File: src/rtl/mot_comm_sched.sv
// Open-loop six-step BLDC commutation scheduler: align/ramp/run step timing,
// per-step dead time, fault latch and enable gating in front of the gate drivers.
module mot_comm_sched #(
    parameter int unsigned PW           = 24,
    parameter int unsigned ALIGN_CYC    = 32000,
    parameter int unsigned START_PERIOD = 320000,
    parameter int unsigned MIN_PERIOD   = 64,
    parameter int unsigned DEAD_CYC     = 16
) (
    input  logic          MOT_CLK,
    input  logic          MOT_RST,
    input  logic          en_i,
    input  logic          dir_i,
    input  logic          fault_i,
    input  logic [PW-1:0] target_period_i,
    input  logic [PW-1:0] ramp_dec_i,
    output logic [5:0]    pwm_out_o,
    output logic [2:0]    step_idx_o,
    output logic          step_stb_o,
    output logic          running_o,
    output logic          at_speed_o,
    output logic          fault_lat_o
);

    typedef enum logic [2:0] {StIdle, StAlign, StRamp, StRun, StFault} state_e;

    localparam logic [PW-1:0] AlignCyc    = PW'(ALIGN_CYC);
    localparam logic [PW-1:0] StartPeriod = PW'(START_PERIOD);
    localparam logic [PW-1:0] MinPeriod   = PW'(MIN_PERIOD);
    localparam logic [PW-1:0] DeadCyc     = PW'(DEAD_CYC);

    state_e        state_q, state_d;
    logic [2:0]    step_q, step_d;
    logic [PW-1:0] cyc_cnt_q, cyc_cnt_d;
    logic [PW-1:0] cur_period_q, cur_period_d;
    logic          stb_q, stb_d;
    logic          fault_lat_q, fault_lat_d;

    logic [PW-1:0] tgt;
    logic [PW-1:0] ramp_nxt;
    logic [2:0]    step_adv;
    logic          active;
    logic          step_end;

    function automatic logic [5:0] step_pattern(input logic [2:0] idx);
        logic [5:0] pat;
        case (idx)
            3'd0:    pat = 6'b100110;
            3'd1:    pat = 6'b100101;
            3'd2:    pat = 6'b101001;
            3'd3:    pat = 6'b011001;
            3'd4:    pat = 6'b011010;
            3'd5:    pat = 6'b010110;
            default: pat = 6'b000000;
        endcase
        return pat;
    endfunction

    always_comb begin
        tgt      = (target_period_i < MinPeriod) ? MinPeriod : target_period_i;
        ramp_nxt = (ramp_dec_i >= cur_period_q) ? '0 : cur_period_q - ramp_dec_i;
        active   = (state_q == StAlign) || (state_q == StRamp) || (state_q == StRun);
        // cur_period_q is never 0 while active, so the subtraction cannot wrap.
        step_end = active && (cyc_cnt_q == cur_period_q - PW'(1));
        if (dir_i) begin
            step_adv = (step_q == 3'd5) ? 3'd0 : step_q + 3'd1;
        end else begin
            step_adv = (step_q == 3'd0) ? 3'd5 : step_q - 3'd1;
        end
    end

    always_comb begin
        state_d      = state_q;
        step_d       = step_q;
        cyc_cnt_d    = cyc_cnt_q;
        cur_period_d = cur_period_q;
        stb_d        = 1'b0;
        fault_lat_d  = fault_lat_q;

        // Fault outranks enable and any step boundary in the same cycle.
        if (fault_i) begin
            state_d     = StFault;
            fault_lat_d = 1'b1;
            cyc_cnt_d   = '0;
        end else begin
            case (state_q)
                StIdle: begin
                    if (en_i) begin
                        state_d      = StAlign;
                        step_d       = 3'd0;
                        cyc_cnt_d    = '0;
                        cur_period_d = AlignCyc;
                        stb_d        = 1'b1;
                    end
                end
                StFault: begin
                    if (!en_i) begin
                        state_d     = StIdle;
                        fault_lat_d = 1'b0;
                    end
                end
                StAlign, StRamp, StRun: begin
                    if (!en_i) begin
                        state_d   = StIdle;
                        cyc_cnt_d = '0;
                    end else if (step_end) begin
                        step_d    = step_adv;
                        cyc_cnt_d = '0;
                        stb_d     = 1'b1;
                        case (state_q)
                            StAlign: begin
                                if (tgt < StartPeriod) begin
                                    state_d      = StRamp;
                                    cur_period_d = StartPeriod;
                                end else begin
                                    state_d      = StRun;
                                    cur_period_d = tgt;
                                end
                            end
                            StRamp: begin
                                if (ramp_nxt <= tgt) begin
                                    state_d      = StRun;
                                    cur_period_d = tgt;
                                end else begin
                                    cur_period_d = ramp_nxt;
                                end
                            end
                            default: cur_period_d = tgt;
                        endcase
                    end else begin
                        cyc_cnt_d = cyc_cnt_q + PW'(1);
                    end
                end
                default: state_d = StIdle;
            endcase
        end
    end

    always_ff @(posedge MOT_CLK or posedge MOT_RST) begin
        if (MOT_RST) begin
            state_q      <= StIdle;
            step_q       <= 3'd0;
            cyc_cnt_q    <= '0;
            cur_period_q <= '0;
            stb_q        <= 1'b0;
            fault_lat_q  <= 1'b0;
        end else begin
            state_q      <= state_d;
            step_q       <= step_d;
            cyc_cnt_q    <= cyc_cnt_d;
            cur_period_q <= cur_period_d;
            stb_q        <= stb_d;
            fault_lat_q  <= fault_lat_d;
        end
    end

    // Bridge is all-off outside active states and for the first DEAD_CYC cycles of a step.
    assign pwm_out_o   = (active && (cyc_cnt_q >= DeadCyc)) ? step_pattern(step_q) : 6'b000000;
    assign step_idx_o  = step_q;
    assign step_stb_o  = stb_q;
    assign running_o   = active;
    assign at_speed_o  = (state_q == StRun);
    assign fault_lat_o = fault_lat_q;

endmodule
File: config.mk
export PLATFORM = sky130hd
export DESIGN_NAME = mot_comm_sched
export DESIGN_NICKNAME = d
export VERILOG_FILES = /design/src/rtl/mot_comm_sched.sv
export SDC_FILE = /design/constraint.sdc
export NUM_CORES = 1
export LEC_CHECK = 0
export CORE_ASPECT_RATIO = 0.8
export CORE_MARGIN = 2
export CORE_UTILIZATION = 49
export CTS_BUF_LIST = sky130_fd_sc_hd__clkbuf_4 sky130_fd_sc_hd__clkbuf_8 sky130_fd_sc_hd__clkbuf_16
export DETAILED_ROUTE_END_ITERATION = 8
export GPL_ROUTABILITY_DRIVEN = 0
export GPL_TIMING_DRIVEN = 0
export PLACE_DENSITY_LB_ADDON = 0.3
export SETUP_SLACK_MARGIN = 0.2
export SLEW_MARGIN = 10
export SYNTH_ARGS = -nofsm -noshare
export SYNTH_HDL_FRONTEND = slang
export SYNTH_SLANG_ARGS = --single-unit
File: constraint.sdc
create_clock -name MOT_CLK -period 6.8 [get_ports MOT_CLK]
set_clock_uncertainty 0.05 [all_clocks]
set_input_delay 1.36 -clock MOT_CLK [delete_from_list [all_inputs] [get_ports MOT_CLK]]
set_output_delay 1.36 -clock MOT_CLK [all_outputs]
set_load 0.05 [all_outputs]
# After elaboration in Yosys (flattened, before gate mapping)

Index checks and enable logic that the tools add are counted.

Register bits after elaboration: 56
Bits in latches: 0
Bits in writable memories: 0
Memory bits (read-only): 0
Word-level logic and storage cells: 90
Memories kept: 0

$add $sub $neg: 5
Multiply operators: 0
Div/mod/pow operators: 0
Magnitude comparators: 5
Equal/unequal tests: 19
Shift-type cells: 0
Mux-type cells: 40
Bitwise logic cells: 1
Reduce and logical (&&, ||, !) cells: 14

Operator list:

| operator                                                     | number |
|---|---|
| 2-to-1 mux 24 bit                                            | 11 |
| case mux 24 bit (2 select lines)                             | 3 |
| 2-to-1 mux 3 bit                                             | 12 |
| case mux 6 bit (6 select lines)                              | 1 |
| adder 24 x 1 -> 24 bit, second input constant                | 1 |
| equality test 24 bit                                         | 1 |
| >= comparator 24 bit                                         | 1 |
| >= comparator 24 x 5 -> 1 bit, second input constant         | 1 |
| <= comparator 24 bit                                         | 1 |
| less-than comparator 24 x 19 -> 1 bit, second input constant | 1 |
| less-than comparator 24 x 7 -> 1 bit, second input constant  | 1 |
| subtractor 24 x 1 -> 24 bit, second input constant           | 1 |
| subtractor 24 bit                                            | 1 |
| equality test 3 x 2 -> 1 bit, second input constant          | 4 |
| case mux 3 bit (2 select lines)                              | 2 |
| != test 5 bit, second input constant                         | 2 |
| AND reduction 5 bit                                          | 2 |
| equality test 3 bit, second input constant                   | 3 |
| case mux 3 bit (3 select lines)                              | 1 |
| 2-to-1 mux 1 bit                                             | 8 |
| equality test 3 x 1 -> 1 bit, second input constant          | 2 |
| logical NOT 3 bit                                            | 2 |
| 2-to-1 mux 6 bit                                             | 1 |
| != test 2 bit, second input constant                         | 3 |
| other kinds (13)                                             | 18 |

# Logic depth before layout (Yosys ltp)

Gate-level depths: netlist (run 1).

Word-level depth: 9
Mapped depth: 23

# Worst setup path after synthesis (run 1)

Ideal clock, no wire load.

Path type: input port to flip-flop
Start point: in ramp_dec_i[0]
End point: reg cur_period_q[19]
Library setup time: 0.121 ns
Arrival: 6.342 ns
Required time: 6.629 ns
Slack: 0.287 ns
Stages on the path: 21
Path buffers: 3
Cells stage by stage: ha_1 inv_1 fa_1 a21o_1 a221oi_1 o21ai_0 o31a_1 a21oi_1 clkbuf_1 buf_1 clkbuf_1 nor2_1 ha_1 nand4_1 nor4_1 a221oi_1 o41ai_1 o21ai_1 nor2_1 mux2_2 a22o_1

Longest elaborated chain between the ends: 8
Elaborated cells on any way between the ends: 9

Ends and longest elaborated chain:

| item                                                             | line | RTL |
|---|---|---|
| start, declared                                                  | 16   | `input logic [PW-1:0] ramp_dec_i,` |
| subtractor 24 bit / >= comparator 24 bit (equally long branches) | 61   | `ramp_nxt = (ramp_dec_i >= cur_period_q) ? '0 : cur_period_q - ramp_dec_i;` |
| 2-to-1 mux 24 bit *                                              | 61   |  |
| <= comparator 24 bit                                             | 121  | `if (ramp_nxt <= tgt) begin` |
| 2-to-1 mux 24 bit *                                              | 121  |  |
| case mux 24 bit (2 select lines) *                               | 110  | `case (state_q)` |
| 2-to-1 mux 24 bit *                                              | 106  | `end else if (step_end) begin` |
| 2-to-1 mux 24 bit *                                              | 103  | `if (!en_i) begin` |
| case mux 24 bit (2 select lines) *                               | 86   | `case (state_q)` |
| end signal, assigned                                             | 151  | `cur_period_q <= cur_period_d;` |
| end, declared                                                    | 35   | `logic [PW-1:0] cur_period_q, cur_period_d;` |

Every way passes the cells marked *; elsewhere a longest branch is shown, timed or not. The select of a mux whose other input is x is not followed.
A chain may end at the register's enable or synchronous reset.

# Final worst setup path (run 1)

Start point: in ramp_dec_i[0]
End point: reg cur_period_q[18]

The elaborated chain is that of the path after synthesis.

==> impl_metrics.prom, run 1 <==
# TYPE chip_impl_metric gauge
chip_impl_info{name="status",value="finished, final reports clean"} 1
chip_impl_metric{name="max_clock_freq",unit="MHz"} 154
chip_impl_metric{name="multi_input_gate_area",unit="mm^2"} 0.00486
chip_impl_metric{name="finalSetupTns",unit="ns"} 0
chip_impl_info{name="unrepaired_setup_endpoints_after_global_routing",value="false"} 1
chip_impl_metric{name="netSwitchingPower",unit="uW"} 377
chip_impl_metric{name="final_layout_size_suffix_gt1_share",unit="%"} 8.40
chip_impl_metric{name="internal_power",unit="uW"} 696
chip_impl_metric{name="cts-htree-levels",unit=""} 2
chip_impl_metric{name="total_number_of_vias",unit=""} 7280
chip_impl_metric{name="power.switching_fraction",unit="%"} 35.1
chip_impl_metric{name="sequential_cell_area",unit="mm^2"} 0.00140
chip_impl_info{name="post-synth-top-area-cell",value="sky130_fd_sc_hd__dfrtp_1"} 1
chip_impl_metric{name="cts_num_sinks",unit=""} 56
chip_impl_metric{name="syn2layout_area_growth",unit="%"} 19.9
chip_impl_metric{name="postSynthCellCount",unit=""} 866
chip_impl_metric{name="instances_no_fill",unit=""} 1127
chip_impl_metric{name="final.period_utilization",unit="%"} 95.7
chip_impl_metric{name="viasPerCell",unit=""} 6.46
chip_impl_info{name="hold_path_class",value="reg -> reg"} 1
chip_impl_metric{name="grt_overflow",unit=""} 0
chip_impl_metric{name="worstSkewPairLatency",unit="ns"} 0.30
chip_impl_metric{name="hpwlAfterDp",unit="mm"} 16.9
chip_impl_metric{name="tightest_slew",unit="ns"} 1.01
chip_impl_metric{name="core-area",unit="mm^2"} 0.0130
chip_impl_metric{name="finalCoreUtilization",unit="%"} 60.9
chip_impl_metric{name="start_util",unit="%"} 50.8
chip_impl_metric{name="yosysSeqAreaShare",unit="%"} 21.2
chip_impl_metric{name="leakagePower",unit="nW"} 3.43
chip_impl_metric{name="drc",unit=""} 0
chip_impl_metric{name="share_seq_of_total_power",unit="%"} 33.4
chip_impl_metric{name="powerDensity",unit="mW/mm^2"} 135
chip_impl_metric{name="insertedDiodeCount",unit=""} 0
chip_impl_metric{name="cap_violations",unit=""} 0
chip_impl_metric{name="die_x",unit="um"} 134
chip_impl_metric{name="min_clock_period_post_route",unit="ns"} 6.50
chip_impl_info{name="synth-main-ff-cell",value="sky130_fd_sc_hd__dfrtp_1"} 1
chip_impl_metric{name="die_area",unit="mm^2"} 0.0144
chip_impl_metric{name="numPortBuffers",unit=""} 65
chip_impl_metric{name="first_pass_grt_wire_length",unit="mm"} 34.5
chip_impl_metric{name="cts.path.max_buffers",unit=""} 2
chip_impl_metric{name="placementRows",unit=""} 37
chip_impl_metric{name="p_comb_share",unit="%"} 36.7
chip_impl_metric{name="chipHeight",unit="um"} 108
chip_impl_info{name="worstSetupEndpointType",value="flop"} 1
chip_impl_metric{name="timing.critical_path.fanout_max",unit=""} 10
chip_impl_metric{name="placed_cells",unit=""} 1107
chip_impl_metric{name="max-slew-margin-rel",unit="%"} 32.0
chip_impl_metric{name="detail_route.first_pass.iterations",unit=""} 5
chip_impl_metric{name="antenna_violations_before_repair",unit=""} 0
chip_impl_info{name="cts_tree",value="done"} 1
chip_impl_metric{name="track_usage",unit="%"} 30.2
chip_impl_metric{name="cts_hold_buffers",unit=""} 0
chip_impl_metric{name="clk_pin_slew",unit="ns"} 0.07
chip_impl_info{name="clock_tree.root_cell",value="sky130_fd_sc_hd__clkbuf_16"} 1
chip_impl_metric{name="async_flop_share",unit="%"} 100
chip_impl_metric{name="slew_violations",unit=""} 0
chip_impl_metric{name="fillers",unit=""} 1198
chip_impl_metric{name="cp_data_required_time",unit="ns"} 6.93
chip_impl_metric{name="ir_worst_vdd",unit="uV"} 115
chip_impl_metric{name="ys_warn_count",unit=""} 0
chip_impl_info{name="synth.top_cells.by_area",value="sky130_fd_sc_hd__dfrtp_1 (21%), sky130_fd_sc_hd__ha_1 (9.9%), sky130_fd_sc_hd__inv_1 (4.1%)"} 1
chip_impl_metric{name="power.share.clock",unit="%"} 29.9
chip_impl_metric{name="initialDrtViolationCount",unit=""} 980
chip_impl_metric{name="finalHoldViolCount",unit=""} 0
chip_impl_info{name="critical_path.startpoint_type",value="primary input"} 1
chip_impl_metric{name="post-synth-top-area-fraction",unit="%"} 21.2
chip_impl_metric{name="number_of_synthesized_flops_with_an_enable_pin",unit=""} 0
chip_impl_metric{name="cts_inserted_buffers",unit=""} 5
chip_impl_metric{name="via_count_of_the_first_global_routing_pass",unit=""} 6480
chip_impl_metric{name="worstPathArrival",unit="ns"} 6.64
chip_impl_metric{name="synth.distinct_cells",unit=""} 81
chip_impl_metric{name="pin_count",unit=""} 66
chip_impl_metric{name="finalNetCount",unit=""} 1057
chip_impl_metric{name="synthesis.nets",unit=""} 972
chip_impl_metric{name="routedWlPerCell",unit="um"} 19.4
chip_impl_metric{name="hold_ws",unit="ns"} 0.488
chip_impl_metric{name="drtAntennaViolNets",unit=""} 0
chip_impl_metric{name="synth.cell_area",unit="mm^2"} 0.00661
chip_impl_metric{name="synthesis.area_per_instance",unit="um^2"} 7.63
chip_impl_metric{name="drt-total-wl",unit="mm"} 21.8
chip_impl_metric{name="final_setup_viols",unit=""} 0
chip_impl_info{name="path_class",value="in -> reg"} 1
chip_impl_metric{name="largest_net_degree_at_the_start_of_global_routing",unit=""} 36
chip_impl_metric{name="synth_seq_cells",unit=""} 56
==> registers in the layout (all words and copies together) (netlist names) <==
name	count
cyc_cnt_q	24
step_idx_o	3
fault_lat_o	1
step_stb_o	1
cur_period_q	24
state_q	3
==> power by group through the flow <==
stage	sequential [mW]	combinational (mW)	clock, mW
after floorplan	0.363	0.243	0
after global placement	0.364	0.350	0
after detailed placement	0.364	0.356	0
after CTS	0.357	0.368	0.321
after global routing	0.359	0.429	0.337
final	0.358	0.394	0.321
==> metrics by stage <==
step                setup WS [ns]  power (mW)  cell area [um^2]
global placement            -1.79       0.714              7470
CTS                         0.221        1.05              7770
floorplan                   0.287       0.605              6610
finish                      0.295        1.07              7920
detailed placement          -1.79       0.720              7490
global route               0.0860        1.12              7920
==> layout by cell type (no fill, tap or decap), types with 6 or more instances in the layout <==
cell type and count:
sky130_fd_sc_hd__inv_1 71, sky130_fd_sc_hd__clkdlybuf4s50_1 65, sky130_fd_sc_hd__nor2_1 64, sky130_fd_sc_hd__dfrtp_1 56, sky130_fd_sc_hd__ha_1 52, sky130_fd_sc_hd__nand2_1 49, sky130_fd_sc_hd__a21oi_1 48, sky130_fd_sc_hd__o21ai_0 48
sky130_fd_sc_hd__nor3_1 37, sky130_fd_sc_hd__nand3_1 31, sky130_fd_sc_hd__a21o_1 27, sky130_fd_sc_hd__clkbuf_1 26, sky130_fd_sc_hd__nor4_1 24, sky130_fd_sc_hd__xnor2_1 22, sky130_fd_sc_hd__xor2_1 22, sky130_fd_sc_hd__o31ai_1 19
sky130_fd_sc_hd__nand4_1 19, sky130_fd_sc_hd__or3_1 15, sky130_fd_sc_hd__nor2b_1 12, sky130_fd_sc_hd__a31oi_1 12, sky130_fd_sc_hd__and3_1 11, sky130_fd_sc_hd__buf_4 11, sky130_fd_sc_hd__nand2b_1 9, sky130_fd_sc_hd__a211oi_1 8
sky130_fd_sc_hd__o31a_1 8, sky130_fd_sc_hd__o211ai_1 8, sky130_fd_sc_hd__o21bai_1 7, sky130_fd_sc_hd__or2_2 7, sky130_fd_sc_hd__buf_2 7, sky130_fd_sc_hd__o21a_1 6, sky130_fd_sc_hd__mux2_2 6, sky130_fd_sc_hd__nor4b_1 6
==> routing by layer <==
layer	global-route usage (%)	share of wire, %	vias up
met5	0	0	-
met2	41.6	41	410
li1	-	-	3426
met3	6.36	12	33
met4	6.76	1.6	0
met1	47.3	46	3411
==> path summary, 6_finish.rpt <==
check | start | end | slack [ns] | cells after the start
setup / recovery | ramp_dec_i[0] | cur_period_q[18] | 0.30 | 22
hold reg to reg | fault_lat_o | fault_lat_o | 0.49 | 2
setup reg to reg | cur_period_q[0] | cur_period_q[18] | 1.24 | 22
min in group asynchronous | MOT_RST | cyc_cnt_q[17] | 1.37 | 2
hold / removal | fault_lat_o | fault_lat_o | 0.49 | 2
max in group asynchronous | MOT_RST | cur_period_q[14] | 4.77 | 3
==> area by class of cell <==
class	count	area share [%]
inverters	73	3.46
repair buffers	77	9.51
well taps	175	2.76
plain buffers	45	2.87
flip-flops and latches	56	17.7
clock inverters	1	0.379
multi-input cells	693	61.4
clock buffers	7	1.93
==> repair_timing <==
action	CTS	global route
setup buffers	1	10
cloned	0	1
setup endpoints to repair	25	24
gates resized for setup	21	24
pin swaps	3	10
==> synth_stat cells, drive strengths merged, types with 20 or more instances <==
cell    count
inv        73
nor2       65
dfrtp      56
ha         52
o21ai      52
a21oi      49
nand2      49
nor3       39
clkbuf     33
nand3      33
a21o       27
nor4       27
xnor2      22
xor2       22
o31ai      20
==> critical path: stages <==
cell                              delay (ns)
sky130_fd_sc_hd__clkdlybuf4s50_1        0.48
sky130_fd_sc_hd__ha_1                   0.17
sky130_fd_sc_hd__inv_1                  0.05
sky130_fd_sc_hd__fa_1                   0.41
sky130_fd_sc_hd__a21o_1                 0.22
sky130_fd_sc_hd__a221oi_4               0.31
sky130_fd_sc_hd__o21ai_2                0.12
sky130_fd_sc_hd__o31a_1                 0.38
sky130_fd_sc_hd__a21oi_2                0.24
sky130_fd_sc_hd__buf_8                  0.15
sky130_fd_sc_hd__buf_6                  0.15
sky130_fd_sc_hd__buf_6                  0.16
sky130_fd_sc_hd__nor2b_1                0.06
sky130_fd_sc_hd__ha_1                   0.30
sky130_fd_sc_hd__nand4_1                0.22
sky130_fd_sc_hd__nor4_4                 0.42
sky130_fd_sc_hd__nand3_2                0.14
sky130_fd_sc_hd__o22ai_4                0.25
sky130_fd_sc_hd__o21ai_4                0.12
sky130_fd_sc_hd__or3_4                  0.37
sky130_fd_sc_hd__a221o_1                0.33
sky130_fd_sc_hd__a31o_1                 0.22
==> cell families (layout without fill, tap and decap cells) <==
family	after synthesis	count (layout)	share of synthesized area, %
muxes	10	10	1.63
buffers and inverters	118	203	7.07
and+or+nand+nor	321	321	26.3
DFF	56	56	21.2
adders and majority gates	53	53	10.2
xor gates and xnor gates	44	44	5.83
AOI/OAI and AO/OA	264	265	27.8
Note: power is estimated with default switching activity, not from simulation.
==> run 2, diff against run 1 <==
- CTS_CLUSTER_DIAMETER: not set -> 150
==> results of run 2 <==
No change in the layout: final DEF, timing and power equal those of run 1.
==> run 3, diff against run 2 <==
- ABC_CLOCK_PERIOD_IN_PS: not set -> 6800
==> results of run 3 <==
No change in the layout: final DEF, timing and power equal those of run 1.
